$ cat config.mk
export PLATFORM = sky130hd
export DESIGN_NAME = usb_hub_port_ctrl
export DESIGN_NICKNAME = d
export VERILOG_FILES = /design/src/rtl/usb_hub_port_ctrl.sv
export SDC_FILE = /design/constraint.sdc
export NUM_CORES = 1
export LEC_CHECK = 0
export CORE_MARGIN = 2
export CORE_UTILIZATION = 40
export DETAILED_ROUTE_END_ITERATION = 10
export MAX_ROUTING_LAYER = met4
export PLACE_DENSITY = 0.62
export REMOVE_ABC_BUFFERS = 1
export SLEW_MARGIN = 30
export SYNTH_ARGS = -nofsm -noshare
export SYNTH_HDL_FRONTEND = slang
export SYNTH_SLANG_ARGS = --single-unit
$ cat constraint.sdc
create_clock -name clock -period 4.6 [get_ports clock]
set_input_delay 0.92 -clock clock [delete_from_list [all_inputs] [get_ports clock]]
set_output_delay 0.92 -clock clock [all_outputs]
set_load 0.03 [all_outputs]
$ cat src/rtl/usb_hub_port_ctrl.sv
// Downstream hub port controller: power, connect debounce, bus reset, enable/disable,
// suspend/resume sequencing, line-state speed latching and the port's SE0/K drivers.
module usb_hub_port_ctrl #(
   parameter int unsigned DEBOUNCE_CYCLES = 100,
   parameter int unsigned RESET_CYCLES    = 500,
   parameter int unsigned RESUME_CYCLES   = 200,
   parameter int unsigned DISC_CYCLES     = 3
) (
   input  logic       clock,
   input  logic       reset,
   input  logic [1:0] line_state_i,
   input  logic       port_power_i,
   input  logic       cmd_reset_i,
   input  logic       cmd_disable_i,
   input  logic       cmd_suspend_i,
   input  logic       cmd_resume_i,
   output logic       drive_en_o,
   output logic [1:0] drive_line_o,
   output logic [2:0] state_o,
   output logic       connected_o,
   output logic       port_enabled_o,
   output logic       port_suspended_o,
   output logic       low_speed_o,
   output logic [1:0] j_state_o,
   output logic [1:0] k_state_o,
   output logic [1:0] idle_state_o,
   output logic       conn_change_o,
   output logic       reset_done_o
);

   localparam logic [2:0] StOff        = 3'd0;
   localparam logic [2:0] StDisconn    = 3'd1;
   localparam logic [2:0] StDebounce   = 3'd2;
   localparam logic [2:0] StDisabled   = 3'd3;
   localparam logic [2:0] StResetting  = 3'd4;
   localparam logic [2:0] StEnabled    = 3'd5;
   localparam logic [2:0] StSuspended  = 3'd6;
   localparam logic [2:0] StResuming   = 3'd7;

   // Resume runs RESUME_CYCLES of K plus a 2-cycle EOP, so the counter must reach that too.
   localparam int unsigned MaxAB  = (DEBOUNCE_CYCLES > RESET_CYCLES) ? DEBOUNCE_CYCLES
                                                                      : RESET_CYCLES;
   localparam int unsigned MaxCD  = ((RESUME_CYCLES + 1) > DISC_CYCLES) ? (RESUME_CYCLES + 1)
                                                                         : DISC_CYCLES;
   localparam int unsigned CntMax = (MaxAB > MaxCD) ? MaxAB : MaxCD;
   localparam int unsigned CntW   = $clog2(CntMax + 1);

   logic [1:0]      ls_meta_q, ls_s_q;
   logic [2:0]      state_q, state_d;
   logic [CntW-1:0] cnt_q, cnt_d, cnt_inc;
   logic [1:0]      cap_q, cap_d;
   logic [1:0]      j_q, j_d;
   logic            low_q, low_d;
   logic            conn_change_q, conn_change_d;
   logic            reset_done_q, reset_done_d;
   logic            se0, monitor, disc;

   always_ff @(posedge clock or negedge reset) begin
      if (!reset) begin
         ls_meta_q     <= 2'b00;
         ls_s_q        <= 2'b00;
         state_q       <= StOff;
         cnt_q         <= '0;
         cap_q         <= 2'b00;
         j_q           <= 2'b10;
         low_q         <= 1'b0;
         conn_change_q <= 1'b0;
         reset_done_q  <= 1'b0;
      end else begin
         ls_meta_q     <= line_state_i;
         ls_s_q        <= ls_meta_q;
         state_q       <= state_d;
         cnt_q         <= cnt_d;
         cap_q         <= cap_d;
         j_q           <= j_d;
         low_q         <= low_d;
         conn_change_q <= conn_change_d;
         reset_done_q  <= reset_done_d;
      end
   end

   assign cnt_inc = (cnt_q == CntW'(CntMax)) ? cnt_q : cnt_q + 1'b1;
   assign se0     = (ls_s_q == 2'b00);
   assign monitor = (state_q == StDisabled) || (state_q == StEnabled) ||
                    (state_q == StSuspended);
   assign disc    = monitor && se0 && (cnt_q == CntW'(DISC_CYCLES - 1));

   always_comb begin
      state_d       = state_q;
      cnt_d         = cnt_inc;
      cap_d         = cap_q;
      j_d           = j_q;
      low_d         = low_q;
      conn_change_d = 1'b0;
      reset_done_d  = 1'b0;
      if (!port_power_i) begin
         state_d       = StOff;
         cnt_d         = '0;
         conn_change_d = (state_q >= StDisabled);
      end else if (disc) begin
         state_d       = StDisconn;
         cnt_d         = '0;
         conn_change_d = 1'b1;
      end else begin
         // In the monitored states the counter tracks the current run of SE0 samples.
         if (monitor && !se0) begin
            cnt_d = '0;
         end
         case (state_q)
            StOff: begin
               state_d = StDisconn;
               cnt_d   = '0;
            end
            StDisconn: begin
               cnt_d = '0;
               if (ls_s_q == 2'b10 || ls_s_q == 2'b01) begin
                  state_d = StDebounce;
                  cap_d   = ls_s_q;
               end
            end
            StDebounce: begin
               if (ls_s_q != cap_q) begin
                  state_d = StDisconn;
                  cnt_d   = '0;
               end else if (cnt_q == CntW'(DEBOUNCE_CYCLES - 1)) begin
                  state_d       = StDisabled;
                  cnt_d         = '0;
                  j_d           = cap_q;
                  low_d         = (cap_q == 2'b01);
                  conn_change_d = 1'b1;
               end
            end
            StDisabled: begin
               if (cmd_reset_i) begin
                  state_d = StResetting;
                  cnt_d   = '0;
               end
            end
            StResetting: begin
               if (cmd_reset_i) begin
                  cnt_d = '0;
               end else if (cmd_disable_i) begin
                  state_d = StDisabled;
                  cnt_d   = '0;
               end else if (cnt_q == CntW'(RESET_CYCLES - 1)) begin
                  state_d      = StEnabled;
                  cnt_d        = '0;
                  reset_done_d = 1'b1;
               end
            end
            StEnabled: begin
               if (cmd_reset_i) begin
                  state_d = StResetting;
                  cnt_d   = '0;
               end else if (cmd_disable_i) begin
                  state_d = StDisabled;
                  cnt_d   = '0;
               end else if (cmd_suspend_i) begin
                  state_d = StSuspended;
                  cnt_d   = '0;
               end
            end
            StSuspended: begin
               if (cmd_reset_i) begin
                  state_d = StResetting;
                  cnt_d   = '0;
               end else if (cmd_disable_i) begin
                  state_d = StDisabled;
                  cnt_d   = '0;
               end else if (cmd_resume_i || ls_s_q == ~j_q) begin
                  state_d = StResuming;
                  cnt_d   = '0;
               end
            end
            default: begin
               if (cmd_reset_i) begin
                  state_d = StResetting;
                  cnt_d   = '0;
               end else if (cnt_q == CntW'(RESUME_CYCLES + 1)) begin
                  state_d = StEnabled;
                  cnt_d   = '0;
               end
            end
         endcase
      end
   end

   assign drive_en_o       = (state_q == StResetting) || (state_q == StResuming);
   assign drive_line_o     = (state_q == StResuming && cnt_q < CntW'(RESUME_CYCLES)) ? ~j_q
                                                                                      : 2'b00;
   assign state_o          = state_q;
   assign connected_o      = (state_q >= StDisabled);
   assign port_enabled_o   = (state_q >= StEnabled);
   assign port_suspended_o = (state_q >= StSuspended);
   assign low_speed_o      = low_q;
   assign j_state_o        = j_q;
   assign k_state_o        = ~j_q;
   assign idle_state_o     = j_q;
   assign conn_change_o    = conn_change_q;
   assign reset_done_o     = reset_done_q;

endmodule

Word level (Yosys, flattened, before mapping):

Cells that the tools add are included.

* add/sub/neg operators: 1
* magnitude comparators: 4
* equality and inequality tests: 25
* mux-type cells: 49
* bitwise logic cells: 3
* reductions and logical operators: 16

Operator list (count)
* $mux 9: 18
* $pmux 9 s6: 1
* $mux 3: 17
* $pmux 3 s7: 1
* $eq 9x9->1 const B: 2
* $eq 3x3->1 const B: 4
* $ne 4x4->1 const B: 3
* $mux 1: 11
* $ne 10x1->1 const B: 1
* $ne 5x5->1 const B: 2
* $add 9x1->9 const B: 1
* $eq 9x2->1 const B: 1
* $eq 9x7->1 const B: 1
* $eq 9x8->1 const B: 1
* $lt 9x8->1 const B: 1
* $reduce_and 8->1: 1
* $eq 3x2->1 const B: 2
* $ge 3x3->1 const B: 2
* $ne 6x5->1 const B: 1
* $ne 6x6->1 const B: 1
* $logic_or 1x1->1: 5
* $reduce_and 5->1: 1
* $eq 2x1->1 const B: 2
* $logic_and 1x1->1: 4
* other kinds (13): 14

* flip-flop bits (word level): 23
* input port bits: 9
* word-level logic and storage cells: 107

Logic depth before layout (Yosys ltp):

* word-level depth: 11
* depth in mapped cells: 8
* mapped depth without buffers: 7

Worst setup path after synthesis:

No wires, ideal clock.

* path type: flip-flop to output port
* from: register state_q[1] (netlist: state_o[1])
* to: output drive_line_o[0]
* data arrival time: 1.803 ns
* path slack: 1.877 ns
* stages on the path, launching flop included: 7
* cells stage by stage: dfrtp_1 > buf_2 > and2_1 > nand2_1 > nor2_1 > o21ai_0 > nor2_1

* cells in the longest elaborated chain, start to end: 3

Ends and longest elaborated chain
* from (decl): line 49 `logic [2:0] state_q, state_d;`
* from (signal assigned): line 62 `state_q <= StOff;`
* from (signal assigned): line 72 `state_q <= state_d;`
* $eq 3x3->1: line 189 `assign drive_line_o = (state_q == StResuming && cnt_q < CntW'(RESUME_CYCLES)) ? ~j_q`
* $logic_and 1x1->1: line 189
* $mux 2: line 189
* to (decl): line 18 `output logic [1:0] drive_line_o,`

Every way passes these cells.

Worst setup path after layout:

Same ends and word-level chain as after synthesis.

==> results by group <==
Synthesis
  • Count leader, synth: nor2_1
  • Synth cell types: 50
  • Gate Count Post-Synth: 155
  • EDFF count, synth: 0
  • Ys Warns: 0
  • Sequential element share of the synthesized area: 0.397
  • Synthesized flop and latch total: 23
  • Post-synthesis area per instance: 9.38 um^2
  • Post-synthesis async set-or-reset flop share: 1.00
  • Ranking of synthesized cells by area: dfrtp_1 38%, nor2_1 6.7%, ha_1 4.3%
  • Yosys top cell area share: 0.379
  • Area leader, netlist: dfrtp_1
  • Primary FF master, synth: dfrtp_1
  • Synthesized area: 1450 um^2
  • Most frequent cells after synthesis: 26 x nor2_1, 22 x dfrtp_1, 11 x inv_1

Clock network
  • H-tree depth: 1
  • CTS buffer count: 3
  • Setup Buffers After CTS: 0
  • Clock buffer depth: 2
  • Post-cts resize count: 0
  • TritonCTS clock tree: yes
  • Sink Count: 23
  • Worst-Skew Late Latency: 0.31 ns
  • Hold Buf Count CTS: 0
  • Root buf cell: clkbuf_4
  • Clk pin slew, worst setup/hold paths: 0.13 ns

GRT
  • Antenna violations before repair: 0
  • Gr busiest metal: met2
  • Largest net degree at the start of global routing: 24
  • Grt met3 use: 0.0282
  • Global-route wire length before repair: 5810 um
  • Met1 Usage GRT: 0.248
  • Routing usage on met2: 0.289
  • All-layer global routing usage: 0.182
  • Grt total ovfl: 0
  • Vias in the first global route: 1203

Cells and area
  • Post-route insts no fill: 223
  • Ant diodes: 0
  • Share of cells above drive strength 1: 0.119
  • Final core occ: 0.511
  • Post-Layout Inst Area: 1750 um^2
  • Fill cells: 334
  • Seq. cell area: 577 um^2
  • Final net count: 192
  • Area Growth Syn to Fin: 20.1%
  • Footprint of the multi-input gates: 788 um^2

Power and ir drop
  • NetSw: 0.222 mW
  • Pwr Density: 331 nW/um^2
  • Switching portion of total power: 0.383
  • Part of the power in registers: 0.456
  • Comb pwr share: 0.377
  • Internal cell power: 0.357 mW
  • Worst VDD drop: 0.149 mV
  • Final Power: 0.578 mW
  • P_leak: 0.687 nW
  • Clk pwr share: 0.167

Setup path
  • CP required: 3.68 ns
  • Critical Path Source Type: flop
  • R2r setup slk: 2.00 ns
  • Critical Path AT: 2.26 ns
  • Worst setup EP type: primary output
  • Worst-path fanout max: 12
  • Worst setup path class: reg2out

Placed design
  • Port bufs: 26
  • DP Worst Slack: 1.77 ns
  • Gpl congestion: 0.849
  • Placed Instances: 219
  • Hpwl dp: 2470 um
  • Post-DP Area: 1720 um^2

Timing
  • Final Hold Vio Count: 0
  • Minimum clock period: 3.18 ns
  • Final Worst Setup Slack: 1.42 ns
  • Max_slew headroom: 0.507
  • Setup Skew: 0.000803 ns
  • Final Max Slew Viols: 0
  • Fin crit share: 0.692
  • Slew @ Worst Pin: 0.734 ns
  • Setup tns final: 0 ns
  • Final setup viols: 0
  • Unrepaired setup endpoints after global routing: false
  • Min Hold Slack: 0.363 ns
  • FMAX: 314 MHz

Floorplanning
  • Rows: 21
  • Die Y-Extent: 64.3 um
  • Die Area: 4130 um^2
  • Starting Density: 0.426
  • Die X: 64.3 um
  • Core area: 3420 um^2
  • IO Count: 27

Detailed routing
  • DR WL/cell: 14.7 um
  • Vias: 1216
  • First DRT Iteration DRCs: 75
  • Total Routed Length: 3270 um
  • Antenna Nets Post-Route: 0
  • DR DRC count: 0
  • Via density per instance: 5.45
  • First-pass iteration count of the detailed router: 5

Run
  • Max_cap viols: 0

Outcome
  • Outcome: finished clean

Min path
  • Hold crit path type: reg2reg
-- power by group through the flow --
stage	clock network (mW)	registers, mW	logic (mW)
global route	0.108	0.270	0.240
global placement	0	0.267	0.220
CTS	0.100	0.264	0.220
detailed placement	0	0.268	0.219
finish	0.0964	0.264	0.218
floorplan	0	0.277	0.131
-- layer usage --
layer	up-vias	wire length (um)
li1	590	-
met1	591	1590
met2	31	1520
met3	4	133
met4	0	31
met5	-	0
-- final timing paths --
kind	cells after the start	from	end
hold / removal	0	ls_meta_q[0]	ls_s_q[0]
setup reg to reg	5	state_o[0]	cap_q[1]
max in group asynchronous	1	reset	idle_state_o[1]
setup / recovery	6	state_o[1]	drive_line_o[0]
min in group asynchronous	1	reset	state_o[2]
hold reg to reg	0	ls_meta_q[0]	ls_s_q[0]
-- state kept, by name, summed over array words and instances, names as in the netlist --
name / cells
cap_q: 2
cnt_q: 9
conn_change_o: 1
idle_state_o: 2
low_speed_o: 1
ls_meta_q: 2
ls_s_q: 2
reset_done_o: 1
state_o: 3
-- placed cells by master, fill, tap and decap left out, types with 2 or more instances in the layout --
cell and count:
xnor2_1 6, ha_1 5, inv_1 11, nor3_1 2, o21ai_0 6, dfrtp_1 22
nand3_1 4, nor2b_1 2, nand2_1 8, nand4_1 2, o41ai_1 2, mux2i_1 2
a221oi_1 2, nand4b_1 2, clkdlybuf4s50_1 25, xor2_1 5, and2_1 4, mux2_2 4
a21oi_1 4, nor2_1 26, nand2b_1 2, clkbuf_4 3
-- critical path: stages (launching register included) --
cell and delay [ns]:
dfrtp_1 0.58, and2_1 0.24, nand2_1 0.10, nor2_1 0.10, o21ai_0 0.12, nor2_1 0.12, clkdlybuf4s50_1 0.68
-- cells by family after synthesis --
logic type               share of synthesized area
AND/OR/NAND/NOR                              0.231
AO/OA/AOI/OAI                                0.158
flip-flops                                   0.397
buffers and inverters                       0.0611
XOR/XNOR                                    0.0663
multiplexers                                0.0447
adder cells (fa/ha/maj)                     0.0430
-- final cells by class --
cell class                      count  area share
Clock inverter                      1     0.00287
Clock buffer                        3      0.0129
Timing Repair Buffer               26       0.146
Sequential cell                    23       0.330
Tap cell                           46      0.0330
Multi-Input combinational cell    113       0.451
Inverter                           11      0.0236
No activity file was read; power rests on OpenSTA's default activity.
